### src/rtl/timer_share_ctrl.sv
// Round-robin sharer of one wishbone timer among NREQ delay requesters.
// Programs compare/load/control, waits for irq or cancel, then clears.
module timer_share_ctrl #(
  parameter int NREQ      = 4,
  parameter int CNTw      = 32,
  parameter int Dw        = 32,
  parameter int Aw        = 3,
  parameter int SELw      = 4,
  parameter int PRESC_SEL = 0,
  parameter int ISR_BIT   = 6
) (
  input  logic                      clk,
  input  logic                      reset,
  input  logic [NREQ-1:0]           req,
  input  logic [NREQ*CNTw-1:0]      req_period,
  output logic [NREQ-1:0]           done,
  output logic [NREQ-1:0]           cancelled,
  output logic                      busy,
  output logic [$clog2(NREQ)-1:0]   owner,
  output logic [Dw-1:0]             m_dat_o,
  output logic [SELw-1:0]           m_sel_o,
  output logic [Aw-1:0]             m_addr_o,
  output logic                      m_stb_o,
  output logic                      m_cyc_o,
  output logic                      m_we_o,
  input  logic [Dw-1:0]             m_dat_i,
  input  logic                      m_ack_i,
  input  logic                      irq
);

  localparam int OW = $clog2(NREQ);

  localparam logic [Dw-1:0] CSR_RUN =
    Dw'(7) | (Dw'(PRESC_SEL & 7) << 3);
  localparam logic [Dw-1:0] CSR_CLR = Dw'(1) << ISR_BIT;

  typedef enum logic [2:0] {
    IDLE,
    W_CMP,
    W_TLR,
    W_CSR,
    WAIT_IRQ,
    W_CLR,
    FIN
  } state_t;

  state_t          state;
  state_t          w_next;
  logic [OW-1:0]   ptr;
  logic [OW-1:0]   gnt;
  logic [OW-1:0]   cand;
  logic            any;
  int              j;
  logic [CNTw-1:0] per;
  logic [Dw-1:0]   cmp_val;
  logic            expired;
  logic            stb;
  logic [Aw-1:0]   w_addr;
  logic [Dw-1:0]   w_data;
  logic            unused_dat;

  assign unused_dat = ^m_dat_i;

  assign m_stb_o = stb;
  assign m_cyc_o = stb;
  assign m_we_o  = stb;
  assign m_sel_o = '1;
  assign busy    = (state != IDLE);

  // Pick the first requesting index at or after the pointer, wrapping.
  always_comb begin
    any  = 1'b0;
    gnt  = '0;
    cand = '0;
    j    = 0;
    for (int k = 0; k < NREQ; k++) begin
      j = int'(ptr) + k;
      if (j >= NREQ) j = j - NREQ;
      cand = OW'(j);
      if (!any && req[cand]) begin
        any = 1'b1;
        gnt = cand;
      end
    end
  end

  assign per = req_period[int'(gnt)*CNTw +: CNTw];

  // Address, data and successor for the write owned by each bus state.
  always_comb begin
    w_addr = '0;
    w_data = '0;
    w_next = IDLE;
    unique case (state)
      W_CMP: begin
        w_addr = Aw'(2);
        w_data = cmp_val;
        w_next = W_TLR;
      end
      W_TLR: begin
        w_addr = Aw'(1);
        w_next = W_CSR;
      end
      W_CSR: begin
        w_data = CSR_RUN;
        w_next = WAIT_IRQ;
      end
      W_CLR: begin
        w_data = CSR_CLR;
        w_next = FIN;
      end
      default: ;
    endcase
  end

  // Sequencer: grant, three programming writes, wait, clear, report.
  always_ff @(posedge clk) begin
    if (reset) begin
      state     <= IDLE;
      stb       <= 1'b0;
      m_addr_o  <= '0;
      m_dat_o   <= '0;
      done      <= '0;
      cancelled <= '0;
      owner     <= '0;
      ptr       <= '0;
      cmp_val   <= '0;
      expired   <= 1'b0;
    end else begin
      done      <= '0;
      cancelled <= '0;
      unique case (state)
        IDLE: begin
          if (any) begin
            owner   <= gnt;
            cmp_val <= Dw'((per == '0) ? '0 : per - 1'b1);
            ptr     <= (int'(gnt) == NREQ-1) ? '0 : gnt + 1'b1;
            state   <= W_CMP;
          end
        end
        W_CMP, W_TLR, W_CSR, W_CLR: begin
          if (!stb) begin
            stb      <= 1'b1;
            m_addr_o <= w_addr;
            m_dat_o  <= w_data;
          end else if (m_ack_i) begin
            stb   <= 1'b0;
            state <= w_next;
            if (state == W_CLR) begin
              done[owner]      <= expired;
              cancelled[owner] <= !expired;
            end
          end
        end
        WAIT_IRQ: begin
          if (irq) begin
            expired <= 1'b1;
            state   <= W_CLR;
          end else if (!req[owner]) begin
            expired <= 1'b0;
            state   <= W_CLR;
          end
        end
        FIN: state <= IDLE;
        default: state <= IDLE;
      endcase
    end
  end

endmodule
### config.mk
export PLATFORM = sky130hd
export DESIGN_NAME = timer_share_ctrl
export DESIGN_NICKNAME = d
export VERILOG_FILES = /design/src/rtl/timer_share_ctrl.sv
export SDC_FILE = /design/constraint.sdc
export NUM_CORES = 1
export LEC_CHECK = 0
export ABC_CLOCK_PERIOD_IN_PS = 4600
export CAP_MARGIN = 20
export CORE_AREA = 2 2 124 126
export DETAILED_ROUTE_END_ITERATION = 6
export DIE_AREA = 0 0 126 128
export DONT_BUFFER_PORTS = 1
export GPL_TIMING_DRIVEN = 0
export PLACE_DENSITY = 0.55
export RECOVER_POWER = 25
export SYNTH_ARGS = -nofsm -noshare
export SYNTH_HDL_FRONTEND = slang
export SYNTH_SLANG_ARGS = --single-unit
### constraint.sdc
create_clock -name clk -period 4.6 [get_ports clk]
set_input_delay 0.23 -clock clk [delete_from_list [all_inputs] [get_ports clk]]
set_output_delay 0.23 -clock clk [all_outputs]
set_load 0.01 [all_outputs]
* Yosys cells after proc, flatten, opt, wreduce, memory -nomap -nowiden *
Index checks and enable logic that the tools add are counted.

word-level totals
  output and inout bits = 53
  flip-flop bits (word level) = 84
  bits of input ports = 168
  word-level logic and storage cells = 103

operators by class
  shift-type cells = 1
  magnitude comparators = 10
  reductions and logical operators = 17
  muxes and demuxes = 39
  equality and inequality tests = 11
  add/subtract/negate cells = 9
  bitwise operators = 6

operators by type and width
  kind                                                 number
  indexed part select 128 x 8 -> 32 bit                1
  case mux 32 bit (3 select lines)                     1
  zero test 32 bit                                     1
  two-way mux 32 bit                                   1
  subtractor 32 x 1 -> 32 bit, second input constant   1
  two-way mux 2 bit                                    9
  < comparator 2 x 3 -> 1 bit, second input constant   5
  two-way mux 3 bit                                    5
  two-way mux 1 bit                                    14
  case mux 3 bit (4 select lines)                      1
  binary-select mux 1 bit (select 2 bit)               5
  >= comparator 3 bit, second input constant           3
  case mux 3 bit (3 select lines)                      1
  bitwise AND 4 bit                                    2
  != test 2 bit, second input constant                 4
  subtractor 2 x 1 -> 2 bit, second input constant     4
  adder 2 x 2 -> 3 bit, second input constant          2
  equality test 3 x 2 -> 1 bit, second input constant  2
  equality test 3 bit, second input constant           2
  AND reduction 2 bit                                  3
  OR reduction 5 bit                                   1
  logical AND 1 bit                                    4
  zero test 1 bit                                      4
  inverter 1 bit                                       4
  13 further kinds                                     13

* Depth between registers and ports, before layout *
  word-level depth = 17
  gate-level depth with buffers = 15
  mapped depth without buffers = 12

* Worst setup path after synthesis *
Ideal clock, no wire load.

  path type = reg2reg
  start = register ptr[0]
  end = register cmp_val[17]
  setup time = 0.156 ns
  data arrival time = 3.331 ns
  clock period less this slack = 3.487 ns
  cell stages (with the launch flop) = 14
  setup slack = 1.113 ns
  buffers on the path = 3
  data required time = 4.444 ns
  path through = dfxtp_1 -> and2b_4 -> or4_4 -> buf_2 -> clkbuf_1 -> buf_2 -> nand3_1 -> nand3_1 -> nand2_1 -> ha_1 -> a21boi_0 -> nand3_1 -> o41ai_4 -> a211oi_2

between the ends
  word-level cells in the longest chain between the ends = 17
  elaborated cells on any way between the ends = 42
  classes of those cells = add/sub: 8; order compare: 4; shift: 1; mux: 21; reduce/logical: 8

RTL lines
  what                                                                           line  source
  start: declaration                                                             49    logic [OW-1:0] ptr;
  start signal: assignment                                                       137   ptr <= (int'(gnt) == NREQ-1) ? '0 : gnt + 1'b1;
  parallel branches: the longest is 17 deep, another holds adder 2 x 1 -> 3 bit  n/a
  end signal: assignment                                                         136   cmp_val <= Dw'((per == '0) ? '0 : per - 1'b1);
  end: declaration                                                               55    logic [Dw-1:0] cmp_val;

Parallel ways; which one is timed is not known. The select of a mux whose other input is x is not followed.
A chain may end at the register's enable or synchronous reset.

* Final worst setup path *
  start = register ptr[0]
  end = register cmp_val[14]

Same word-level chain as after synthesis.

==> impl_metrics.csv <==
group,metric,value,unit
status,status,"finished, final reports clean",
floorplan,rows,45,
grt,use_met1,26.5,%
drt,wl_per_cell,20.6,µm
clocking,cts_htree_levels,3,
drt,via_per_inst,6.02,
yosys,synth_compound_area_share,25.7,%
critical_path,end_kind,"flip-flop",
drt,drc_errors,0,
timing,rsz0062_at_grt,"false",
yosys,synth.cell_area,5380,µm²
grt,busiest_layer,"met2",
finish,finalNonFillerCells,887,
yosys,ys_ff_latch,83,
grt,grt_use_met2,36.3,%
critical_path,critical_path.max_fanout,10,
power_and_ir_drop,vdd_ir_drop_max,186,µV
critical_path,cp.arrival,4.40,ns
floorplan,core-area,14900,µm²
critical_path,max_stage_delay,0.53,ns
grt,grtUsageTotal,21.8,%
clocking,clk_pin_slew_worst_paths,0.06,ns
clocking,cts_resized,0,
timing,relSlewSlack,22.9,%
grt,grt_max_degree,15,
finish,fillers,1587,
placed_design,place.gp.congestion,0.975,
yosys,yosysSeqAreaShare,30.9,%
grt,antenna_found_initial,4,
yosys,synth_top_family_by_area,"simple AND/OR/NAND/NOR gates",
drt,vias,5342,
floorplan,die_h,128,µm
yosys,synthDistinctLibCells,63,
power_and_ir_drop,p_leak,2.05,nW
clocking,tritoncts,"built",
drt,drtIter0Drc,321,
yosys,synth_ff_type,"dfxtp_1",
critical_path,path_class,"reg2reg",
critical_path,crit_path_cell_trace,"and2b_4 -> or4_4 -> buf_2 -> clkbuf_1 -> buf_2 -> nand3_1 -> nand3_1 -> nand2_1 -> ha_1 -> a21boi_1 -> nand3_1 -> o31ai_2 -> clkbuf_1 -> o21ai_0",
floorplan,start_util,36.2,%
yosys,synthMuxAreaShare,1.81,%
grt,gr-usage-met3,7.10,%
grt,first_global_vias,5131,
timing,final-hold-violation-count,0,
timing,drv_slew,0,
clocking,post_cts_buffers,0,
placed_design,dp_cells,866,
timing,tightest_slew,1.16,ns
timing,setup_violations,0,
finish,syn2layout_area_growth,10.5,%
drt,wl,18200,µm
yosys,synth-adder-area-share,0.465,%
yosys,synth_edf_count,0,
timing,finClkSkew,0.00707,ns
finish,mostFrequentLayoutCell,"dfxtp_1",
critical_path,cp_slowest_cell,"or4_4",
timing,min_period_over_period,91.2,%
yosys,syn_avg_cell_area,7.97,µm²
yosys,async_reset_ff_share,0,%
finish,drive_above_1_share,10.3,%
clocking,cts_hold_buffers,0,
placed_design,portBuffers,0,
clocking,clockBufferDepth,2,
finish,fin_nets,861,
critical_path,crit_top_cell,"nand3_1",
floorplan,die_x,126,µm
timing,fmax,238,MHz
clocking,clock_sinks,83,
timing,fin_crit,4.19,ns
drt,ant_nets,0,
yosys,synth_xor_area_share,4.23,%
grt,grt_first_pass_wirelength,28000,µm
drt,firstDrtPassIters,5,
hold_path,hold_class,"in2reg",
yosys,synth_warnings,0,
finish,layout_common_cells,"83 x dfxtp_1, 75 x nand2_1, 56 x o21ai_0",
run,maxCapViolCount,0,
clocking,ctsRootBufferMaster,"clkbuf_16",
grt,grt_overflow,0,
placed_design,place_hpwl,14700,µm
power_and_ir_drop,p_per_area,424,nW/µm²
yosys,yosys.area_share.simple,30.1,%
clocking,clkLatencyLatePin,0.34,ns
floorplan,dieArea,16100,µm²
clocking,numCtsBuffers,9,
yosys,postSynthCellCount,675,
floorplan,ios,221,
critical_path,cp.required,4.81,ns
timing,finalSetupTns,0,ns
critical_path,critPathLaunchType,"flip-flop",
==> cell families (layout without fill, tap and decap cells) <==
group	Yosys count	after routing
and+or+nand+nor	301	301
AOI/OAI and AO/OA	180	180
DFF	83	83
buffers and inverters	73	91
xor gates and xnor gates	26	26
muxes	8	8
adders and majority gates	2	2
other	2	8
==> registers in the layout (all words and copies together), names as in the netlist <==
register   count
cancelled      4
cmp_val       32
done           4
expired        1
m_addr_o       2
m_cyc_o        1
m_dat_o       32
owner          2
ptr            2
state          3
==> final timing paths <==
kind,from,end,slack [ns],depth (start not counted)
worst max-delay path,ptr[0],cmp_val[14],0.41,14
worst min-delay path,irq,expired,0.05,2
worst max register to register,ptr[0],cmp_val[14],0.41,14
worst min register to register,cmp_val[9],cmp_val[9],0.45,2
==> critical path: cells and delay by family (launching register included) <==
kind	cells	cell delay, ns
DFF	1	0.39
adders and majority gates	1	0.20
and+or+nand+nor	6	1.46
buffers and inverters	4	1.06
AOI/OAI and AO/OA	3	0.96
==> power by group <==
group | internal, W | leakage [nW] | total (W) | switching [W]
Clock | 0.000421 | 0.143 | 0.000710 | 0.000289
Sequential | 0.000806 | 0.680 | 0.000880 | 0.0000741
Combinational | 0.000343 | 1.23 | 0.000933 | 0.000590
==> through the flow <==
stage	worst slack [ns]	total power (W)	area, µm²	hold slack, ns	utilization, %
after floorplan	1.11	0.00156	5390	0.382	-
after global placement	0.140	0.00179	5630	0.393	37.9
after detailed placement	0.125	0.00181	5630	0.390	37.9
after CTS	0.0717	0.00252	5920	0.0345	39.8
after global routing	0.0246	0.00267	5950	0.0465	40.0
final	0.405	0.00252	5950	0.0501	40.0
==> cell type report <==
type / instances / area, µm² / area share [%]
tap: 188 / 235 / 3.96
clock buffer: 10 / 229 / 3.85
inverter: 3 / 11.3 / 0.189
timing repair buffer: 2 / 10.0 / 0.168
multi-input combinational: 522 / 3380 / 56.9
buffer: 70 / 345 / 5.81
antenna: 3 / 7.51 / 0.126
clock inverter: 6 / 65.1 / 1.09
sequential: 83 / 1660 / 27.9
==> cell usage after synthesis (all sizes together), types with 7 or more instances <==
cell type  instances  share of area, %
a211oi            11               2.5
a21boi            10               1.4
a21oi             15               1.4
a221o              9               1.7
a221oi            14               2.3
a22o              28               4.6
a32oi             14               2.3
and3              22               2.6
buf               26               3.3
clkbuf            44               3.1
dfxtp             83                31
nand2             75               5.2
nand2b             7              0.81
nand3             52               4.9
nor2              48               3.3
nor3              12               1.1
nor3b             23               3.2
nor4              37               4.8
o21ai             58               5.4
o32a               7               1.3
xnor2             17               2.8
xor2               9               1.5
==> routing by layer <==
| metal | wire length [µm] | share of wire, % |
|---|---|---|
| met5 | 11 | 0.060 |
| met4 | 459 | 2.5 |
| met3 | 1610 | 8.8 |
| met2 | 8550 | 47 |
| met1 | 7610 | 42 |
No activity file was read; power rests on OpenSTA's default activity.
